## src/rtl/ccd_fifo_pkg.sv

```systemverilog
// Shared definitions for the CCD FIFO bank reader/writer: FSM encoding,
// pointer width helper and the word counter width.
package ccd_fifo_pkg;

  localparam int WORDS_W = 32;

  typedef logic [1:0] state_t;

  localparam state_t S_IDLE = 2'd0;
  localparam state_t S_REQ  = 2'd1;
  localparam state_t S_WAIT = 2'd2;
  localparam state_t S_HOLD = 2'd3;

  // Width of a lane pointer; a single lane still needs one bit.
  function automatic int ptr_width(input int n);
    int w;
    w = $clog2(n);
    return (w < 1) ? 1 : w;
  endfunction

endpackage

```

## src/rtl/ccd_rr_pointer.sv

```systemverilog
// Wrapping round-robin lane pointer, shared by the FIFO reader and writer.
// ptr_inc is the lane after ptr, exposed so callers can look ahead.
module ccd_rr_pointer
  import ccd_fifo_pkg::*;
#(
  parameter int NUM = 16,
  parameter int W   = ptr_width(NUM)
) (
  input  logic         clk,
  input  logic         rst,
  input  logic         advance,
  output logic [W-1:0] ptr,
  output logic [W-1:0] ptr_inc
);

  localparam logic [W-1:0] LAST = W'(NUM - 1);

  // Explicit compare so non-power-of-two lane counts wrap correctly.
  assign ptr_inc = (ptr == LAST) ? '0 : ptr + W'(1);

  always_ff @(posedge clk) begin
    if (rst) begin
      ptr <= '0;
    end else if (advance) begin
      ptr <= ptr_inc;
    end
  end

endmodule

```

## src/rtl/ccd_fifo_reader.sv

```systemverilog
// Read-side drain of the CCD FIFO bank: round-robin lane visits, one read
// per word, merged into a single lane-tagged valid/ready stream.
module ccd_fifo_reader
  import ccd_fifo_pkg::*;
#(
  parameter int DATA_WIDTH = 16,
  parameter int NUM_FIFO   = 16,
  parameter int RD_LATENCY = 1,
  parameter int SKIP_EMPTY = 0
) (
  input  logic                          rd_clk,
  input  logic                          rd_rst,
  input  logic                          reader_en,
  input  logic                          empty      [NUM_FIFO],
  output logic                          rd_en      [NUM_FIFO],
  input  logic [DATA_WIDTH-1:0]         rd_data    [NUM_FIFO],
  output logic                          out_valid,
  input  logic                          out_ready,
  output logic [DATA_WIDTH-1:0]         out_data,
  output logic [ptr_width(NUM_FIFO)-1:0] out_idx,
  output logic [WORDS_W-1:0]            words_read,
  output logic [1:0]                    dbg_state
);

  localparam int IDX_W = ptr_width(NUM_FIFO);
  localparam int CNT_W = (RD_LATENCY > 1) ? $clog2(RD_LATENCY) : 1;
  localparam logic [CNT_W-1:0] LAT_INIT = CNT_W'(RD_LATENCY - 1);

  state_t           state;
  state_t           state_nxt;
  logic [IDX_W-1:0] ptr;
  logic [IDX_W-1:0] ptr_inc;
  logic [IDX_W-1:0] req_lane;
  logic             ptr_adv;
  logic [CNT_W-1:0] wait_cnt;
  logic             handshake;

  // Output handshake: a word transfers in any cycle with out_valid && out_ready;
  // once raised, out_valid and its payload hold until that transfer happens.
  assign out_valid = (state == S_HOLD);
  assign handshake = out_valid && out_ready;
  assign dbg_state = state;

  ccd_rr_pointer #(
    .NUM (NUM_FIFO),
    .W   (IDX_W)
  ) u_ptr (
    .clk     (rd_clk),
    .rst     (rd_rst),
    .advance (ptr_adv),
    .ptr     (ptr),
    .ptr_inc (ptr_inc)
  );

  always_comb begin
    state_nxt = state;
    ptr_adv   = 1'b0;
    req_lane  = ptr;
    case (state)
      S_IDLE: begin
        if (reader_en) begin
          if (!empty[ptr]) begin
            state_nxt = S_REQ;
          end else if (SKIP_EMPTY != 0) begin
            ptr_adv = 1'b1;
          end
        end
      end
      S_REQ:  state_nxt = S_WAIT;
      S_WAIT: begin
        if (wait_cnt == '0) state_nxt = S_HOLD;
      end
      S_HOLD: begin
        // Decide on the next lane now so its read strobe lands right after the handoff.
        if (out_ready) begin
          ptr_adv   = 1'b1;
          req_lane  = ptr_inc;
          state_nxt = (reader_en && !empty[ptr_inc]) ? S_REQ : S_IDLE;
        end
      end
      default: state_nxt = S_IDLE;
    endcase
  end

  always_ff @(posedge rd_clk) begin
    if (rd_rst) begin
      state      <= S_IDLE;
      wait_cnt   <= '0;
      out_data   <= '0;
      out_idx    <= '0;
      words_read <= '0;
      for (int i = 0; i < NUM_FIFO; i++) rd_en[i] <= 1'b0;
    end else begin
      state <= state_nxt;
      for (int i = 0; i < NUM_FIFO; i++) begin
        rd_en[i] <= (state_nxt == S_REQ) && (req_lane == IDX_W'(i));
      end
      if (state == S_REQ) begin
        wait_cnt <= LAT_INIT;
      end else if (state == S_WAIT && wait_cnt != '0) begin
        wait_cnt <= wait_cnt - CNT_W'(1);
      end
      if (state == S_WAIT && wait_cnt == '0) begin
        out_data <= rd_data[ptr];
        out_idx  <= ptr;
      end
      if (handshake) words_read <= words_read + WORDS_W'(1);
    end
  end

endmodule

```

## config.mk

```make
export PLATFORM = sky130hd
export DESIGN_NAME = ccd_fifo_reader
export DESIGN_NICKNAME = d
export VERILOG_FILES = /design/src/rtl/ccd_fifo_pkg.sv /design/src/rtl/ccd_rr_pointer.sv /design/src/rtl/ccd_fifo_reader.sv
export SDC_FILE = /design/constraint.sdc
export NUM_CORES = 1
export LEC_CHECK = 0
export ABC_AREA = 1
export BUFFER_PORTS_ARGS = -buffer_cell sky130_fd_sc_hd__buf_2
export CORE_AREA = 2 2 135 137
export CTS_CLUSTER_DIAMETER = 50
export DETAILED_ROUTE_END_ITERATION = 7
export DIE_AREA = 0 0 137 139
export PLACE_DENSITY_LB_ADDON = 0.08
export RECOVER_POWER = 50
export REMOVE_ABC_BUFFERS = 1
export SLEW_MARGIN = 10
export SYNTH_ARGS = -nofsm -noshare
export SYNTH_HDL_FRONTEND = slang
export SYNTH_SLANG_ARGS = --single-unit
```

## constraint.sdc

```tcl
create_clock -name rd_clk -period 3.5 [get_ports rd_clk]
set_clock_uncertainty 0.2 [all_clocks]
set_input_delay 0.7 -clock rd_clk [delete_from_list [all_inputs] [get_ports rd_clk]]
set_output_delay 0.7 -clock rd_clk [all_outputs]
set_load 0.05 [all_outputs]
```

==> results of run 1 <==
==> cells in the final DEF, fill, tap and decap left out, types with 2 or more instances in the layout <==
cell,n
buf_2,289
nand2_1,71
nor3b_1,3
diode_2,10
o22ai_1,46
buf_4,11
nand3_2,2
nand3b_1,5
inv_1,90
o221ai_1,18
o21a_1,3
nand3_1,40
nand2_2,4
nor2_1,203
nor3_1,11
nor2_2,6
o21ai_0,166
nand4_1,7
ha_1,2
nand2_4,2
nor3_2,2
o21ai_1,38
o211ai_1,18
clkbuf_1,59
clkinv_4,2
clkbuf_16,9
inv_4,2
inv_2,5
nor2_4,5
dfxtp_1,73
inv_6,2
xor2_1,5
a21oi_1,43
==> worst register-to-register path, stage by stage (launching register included) <==
cell and delay, ns:
dfxtp_1 0.40, nand2_2 0.07, inv_1 0.13, nand2_1 0.20, nor2_1 0.35, nand4_4 0.16, nor3_1 0.45, nand3_2 0.17
inv_2 0.10, nand2_1 0.07, o21ai_0 0.15, a21oi_1 0.06
==> path summary, 6_finish.rpt <==
check | start | end | slack (ns)
setup / recovery | dbg_state[1] | words_read[26] | 0.87
hold / removal | wait_cnt | wait_cnt | 0.24
setup reg to reg | dbg_state[1] | words_read[26] | 0.87
hold reg to reg | wait_cnt | wait_cnt | 0.24
==> per-layer routing <==
layer  vias to the layer above  routed length (µm)  GRT usage, %
met5                         -                  47             0
met4                         8                 571          8.41
met3                        40                1590          6.69
met2                       239               11900          40.4
met1                      3383                9270          28.5
li1                       3840                   -             -
==> cell type report <==
type,instances,area [µm²]
inverter,96,363
clock inverter,6,71.3
multi-input combinational,707,3570
clock buffer,10,229
tap,229,287
antenna,10,25.0
fill,1995,9840
sequential,75,1510
timing repair buffer,359,1770
==> sequential cells by signal, summed over array words and instances (netlist names) <==
signal and count:
words_read 32, out_idx 4, out_data 16, wait_cnt 1, rd_en 16, u_ptr.ptr 4
dbg_state 2
==> power breakdown <==
group	internal, W	switching (W)
registers	0.000881	0.0000174
logic	0.000206	0.000323
clock network	0.000561	0.000395
total	0.00165	0.000735
==> stage by stage <==
stage	TNS [ns]	utilization (%)	cell area, µm²	power (W)
floorplan	-54.18	-	5460	0.00120
finish	0	44.3	7820	0.00238
global route	0	44.2	7800	0.00251
detailed placement	0	43.0	7590	0.00146
CTS	0	44.7	7900	0.00242
global placement	0	43.0	7590	0.00146
==> kinds of logic after synthesis <==
logic type,after synthesis,synth area share [%]
AOI/OAI and AO/OA,334,32.0
xor gates and xnor gates,6,0.904
adders and majority gates,2,0.430
buffers and inverters,166,12.3
DFF,75,25.8
and+or+nand+nor,365,28.6
==> impl_metrics.py, run 1 <==
metrics = {
    "synth": {
        "synth-seq-area-share_pct": 25.8,
        "yosys.area.top_type_share_pct": 25.8,
        "netlist_top_cells_area": "dfxtp_1 26%, o21ai_0 14%, nor2_1 13%",
        "synth_area_per_cell_um2": 6.13,
        "ys_types": 39,
        "synth_edf_count": 0,
        "syn_area_mm2": 0.00581,
        "synth.ff_latch_count": 75,
        "ys_async_sr_fraction_pct": 0,
        "netlist_instances": 948,
        "ys_warn_count": 0,
        "yosysMostFrequentCell": "nor2_1",
        "synthFlopType": "dfxtp_1",
        "ys_top_cells_by_count": "201 x nor2_1, 166 x o21ai_0, 91 x inv_1, 75 x dfxtp_1, 70 x nand2_1",
        "synth_top_area_cell": "dfxtp_1",
    },
    "sta": {
        "finalMaxSlewViolations": 0,
        "hold_slack_ns": 0.244,
        "setup_viol": 0,
        "rsz0062_at_grt": "false",
        "fin_crit_sh_pct": 75.2,
        "hold_viol_final": 0,
        "max_freq_mhz": 380,
        "worstMarginPinSlew_ns": 0.991,
        "max-slew-margin-rel_pct": 33.9,
        "period_minus_slack_ns": 2.63,
        "final.setup.worst_slack_ns": 0.868,
    },
    "clock_network": {
        "clockBufferDepth": 2,
        "clockRootBuffer": "clkbuf_16",
        "cts_tree": "yes",
        "path_clk_slew_ns": 0.06,
        "ctsResizeCount": 0,
        "clock_latency_ns": 0.34,
        "h-tree-depth": 3,
        "clkSinkCount": 75,
        "ctsHoldBuffers": 0,
        "cts_buffers": 9,
        "cts_setup_buffers": 0,
    },
    "floorplan": {
        "start_util_pct": 32.9,
        "die_y_um": 139,
        "die_x_um": 137,
        "dieArea_mm2": 0.0190,
        "row_count": 49,
        "core_mm2": 0.0177,
        "io_pins": 347,
    },
    "worst_setup_path": {
        "path_class": "flop to flop",
        "cpMostUsedCell": "nand2_1",
        "critPathTopFamily": "simple AND/OR/NAND/NOR gates",
        "worst-endpoint-required_ns": 3.53,
        "slowest_stage": "nor3_1",
        "reg2reg_depth": 11,
        "start_kind": "flop",
        "cp_num_buf_inv": 2,
        "path_depth": 11,
        "critPathCaptureType": "flop",
        "max_stage_delay_ns": 0.44,
        "critical_path.cell_chain": "nand2_2 -> inv_1 -> nand2_1 -> nor2_1 -> nand4_4 -> nor3_1 -> nand3_2 -> inv_2 -> nand2_1 -> o21ai_0 -> a21oi_1",
        "worstPathArrival_ns": 2.66,
        "critPathMaxFanout": 6,
    },
    "power": {
        "p_leak_nw": 3.51,
        "powerDensity_mw_per_mm2": 305,
        "ir_drop_uv": 187,
    },
    "placement": {
        "place_inst": 1466,
        "gp_congestion": 0.869,
        "hpwl_um": 17900,
        "dp_slack_ns": 0.943,
        "port_buffers": 346,
    },
    "finish": {
        "areaGrowthSynthToFinish_pct": 34.4,
        "drive_gt1_share_pct": 27.9,
        "nNetsFinal": 1526,
        "layoutNonFillerInstCount": 1492,
    },
    "grt": {
        "grt_pass1_vias": 6789,
        "grt_max_degree": 77,
        "track_usage_pct": 23.8,
        "grt_overflow_total": 0,
        "grt_antenna_before_repair": 14,
        "grt_pass1_wl_um": 35800,
    },
    "detailed_routing": {
        "dr_total_vias": 7510,
        "routed_wirelength_um": 23400,
        "wl_per_cell_um": 15.7,
        "via_per_inst": 5.03,
        "post-route-drc-count": 0,
        "ant_nets": 0,
        "first_pass_iters": 4,
        "drtIter0Drc": 362,
    },
    "flow_run": {
        "maxCapViolations": 0,
    },
    "hold_path": {
        "worst_hold_path_type": "flop to flop",
        "holdPathStages": 2,
    },
    "run_status": {
        "status": "finished clean",
    },
}
No activity file was read; power rests on OpenSTA's default activity.
==> inputs of run 2 (changes only) <==
- clock period: 3.5 -> 2.75 ns (I/O delays scaled with it)
==> impl_metrics.py, run 2 (same netlist as run 1, synthesis figures left out) <==
metrics = {
    "grt": {
        "grt_use_met3_pct": 5.99,
        "grt_max_degree": 79,
        "grt_antenna_before_repair": 12,
        "top_usage_layer": "met2",
        "use_met2_pct": 40.1,
        "grt_pass1_wl_um": 35900,
        "met1_usage_pct": 29.1,
        "track_usage_pct": 23.9,
        "grt_overflow_total": 0,
        "grt_pass1_vias": 6876,
    },
    "placement": {
        "place_inst": 1469,
        "port_buffers": 346,
        "hpwl_um": 17900,
        "gp_congestion": 0.874,
        "dp_slack_ns": 0.415,
    },
    "clock_network": {
        "ctsResizeCount": 0,
        "ctsHoldBuffers": 0,
        "path_clk_slew_ns": 0.07,
        "clockRootBuffer": "clkbuf_16",
        "cts_buffers": 9,
        "cts_setup_buffers": 0,
        "clkSinkCount": 75,
        "clock_latency_ns": 0.34,
        "cts_tree": "yes",
        "clockBufferDepth": 2,
        "h-tree-depth": 3,
    },
    "floorplan": {
        "core_mm2": 0.0177,
        "die_x_um": 137,
        "dieArea_mm2": 0.0190,
        "row_count": 49,
        "start_util_pct": 32.9,
        "io_pins": 347,
        "die_y_um": 139,
    },
    "sta": {
        "max-slew-margin-rel_pct": 47.6,
        "setup_viol": 0,
        "hold_slack_ns": 0.247,
        "hold_viol_final": 0,
        "fin_crit_sh_pct": 83.1,
        "rsz0062_at_grt": "false",
        "worstMarginPinSlew_ns": 0.786,
        "finalMaxSlewViolations": 0,
        "max_freq_mhz": 438,
        "period_minus_slack_ns": 2.29,
        "final.setup.worst_slack_ns": 0.464,
    },
    "finish": {
        "top_register": "words_read",
        "multi_input_area_mm2": 0.00356,
        "areaGrowthSynthToFinish_pct": 35.9,
        "drive_gt1_share_pct": 28.4,
        "nNetsFinal": 1529,
        "utilization_pct": 44.8,
        "fillers": 1994,
        "layoutNonFillerInstCount": 1494,
        "final_cell_mix": "294 x buf_2, 202 x nor2_1, 166 x o21ai_0",
        "largest_register_ffs": 32,
        "reg_top3": "words_read x32, out_data x16, rd_en x16",
        "seqCellArea_mm2": 0.00151,
        "layout_commonest_cell": "buf_2",
    },
    "power": {
        "ir_drop_uv": 245,
        "power_w": 0.00320,
        "p_leak_nw": 3.57,
        "powerDensity_mw_per_mm2": 405,
    },
    "worst_setup_path": {
        "worstPathArrival_ns": 2.32,
        "critical_path.cell_chain": "nand2_1 -> inv_1 -> nand2_1 -> nor2_4 -> nand4_1 -> nor3_4 -> nand3_2 -> inv_2 -> nand2_1 -> o21ai_0 -> nor2_1",
        "max_stage_delay_ns": 0.39,
        "path_class": "flop to flop",
        "start_kind": "flop",
        "critPathCaptureType": "flop",
        "cp_num_buf_inv": 2,
        "worst-endpoint-required_ns": 2.79,
        "cpMostUsedCell": "nand2_1",
        "slowest_stage": "dfxtp_1",
        "critPathTopFamily": "simple AND/OR/NAND/NOR gates",
        "critPathMaxFanout": 6,
    },
    "detailed_routing": {
        "via_per_inst": 5.00,
        "dr_total_vias": 7467,
        "post-route-drc-count": 0,
        "drtIter0Drc": 328,
        "routed_wirelength_um": 23600,
        "ant_nets": 0,
        "first_pass_iters": 5,
        "wl_per_cell_um": 15.8,
    },
    "run_status": {
        "status": "finished clean",
    },
    "hold_path": {
        "worst_hold_path_type": "flop to flop",
    },
    "flow_run": {
        "maxCapViolations": 0,
    },
}
run 2: metrics by stage:
step	setup TNS [ns]	area, µm²
finish	0	7900
floorplan	-82.13	5460
detailed placement	0	7640
global route	0	7900
CTS	0	7980
global placement	0	7640
run 2: layer usage:
| metal | vias to the layer above | routed length, µm |
|---|---|---|
| li1 | 3849 | - |
| met1 | 3346 | 9830 |
| met2 | 229 | 11600 |
| met3 | 39 | 1570 |
| met4 | 4 | 578 |
| met5 | - | 22 |
run 2: final cells by class:
type	count	area share, %
Multi-Input combinational cell	707	45.1
Timing Repair Buffer	362	23.0
Sequential cell	75	19.1
Inverter	96	4.59
Tap cell	229	3.63
Clock buffer	10	2.90
Clock inverter	6	1.42
Antenna cell	9	0.285
run 2: worst min-delay path, stage by stage (launching register included):
cell     delay (ns)
dfxtp_1        0.31
inv_1          0.05
a21oi_1        0.05
run 2: where the power goes:
group	total [W]	switching [W]	internal, W
combinational	0.000667	0.000404	0.000263
clock	0.00138	0.000494	0.000891
sequential	0.00114	0.0000236	0.00112
run 2: path summary, 6_finish.rpt:
check / start / end / slack, ns / cells past startpoint
hold / removal: out_idx[0] / out_idx[0] / 0.25 / 2
setup / recovery: dbg_state[0] / words_read[28] / 0.46 / 11
hold reg to reg: out_idx[0] / out_idx[0] / 0.25 / 2
setup reg to reg: dbg_state[0] / words_read[28] / 0.46 / 11
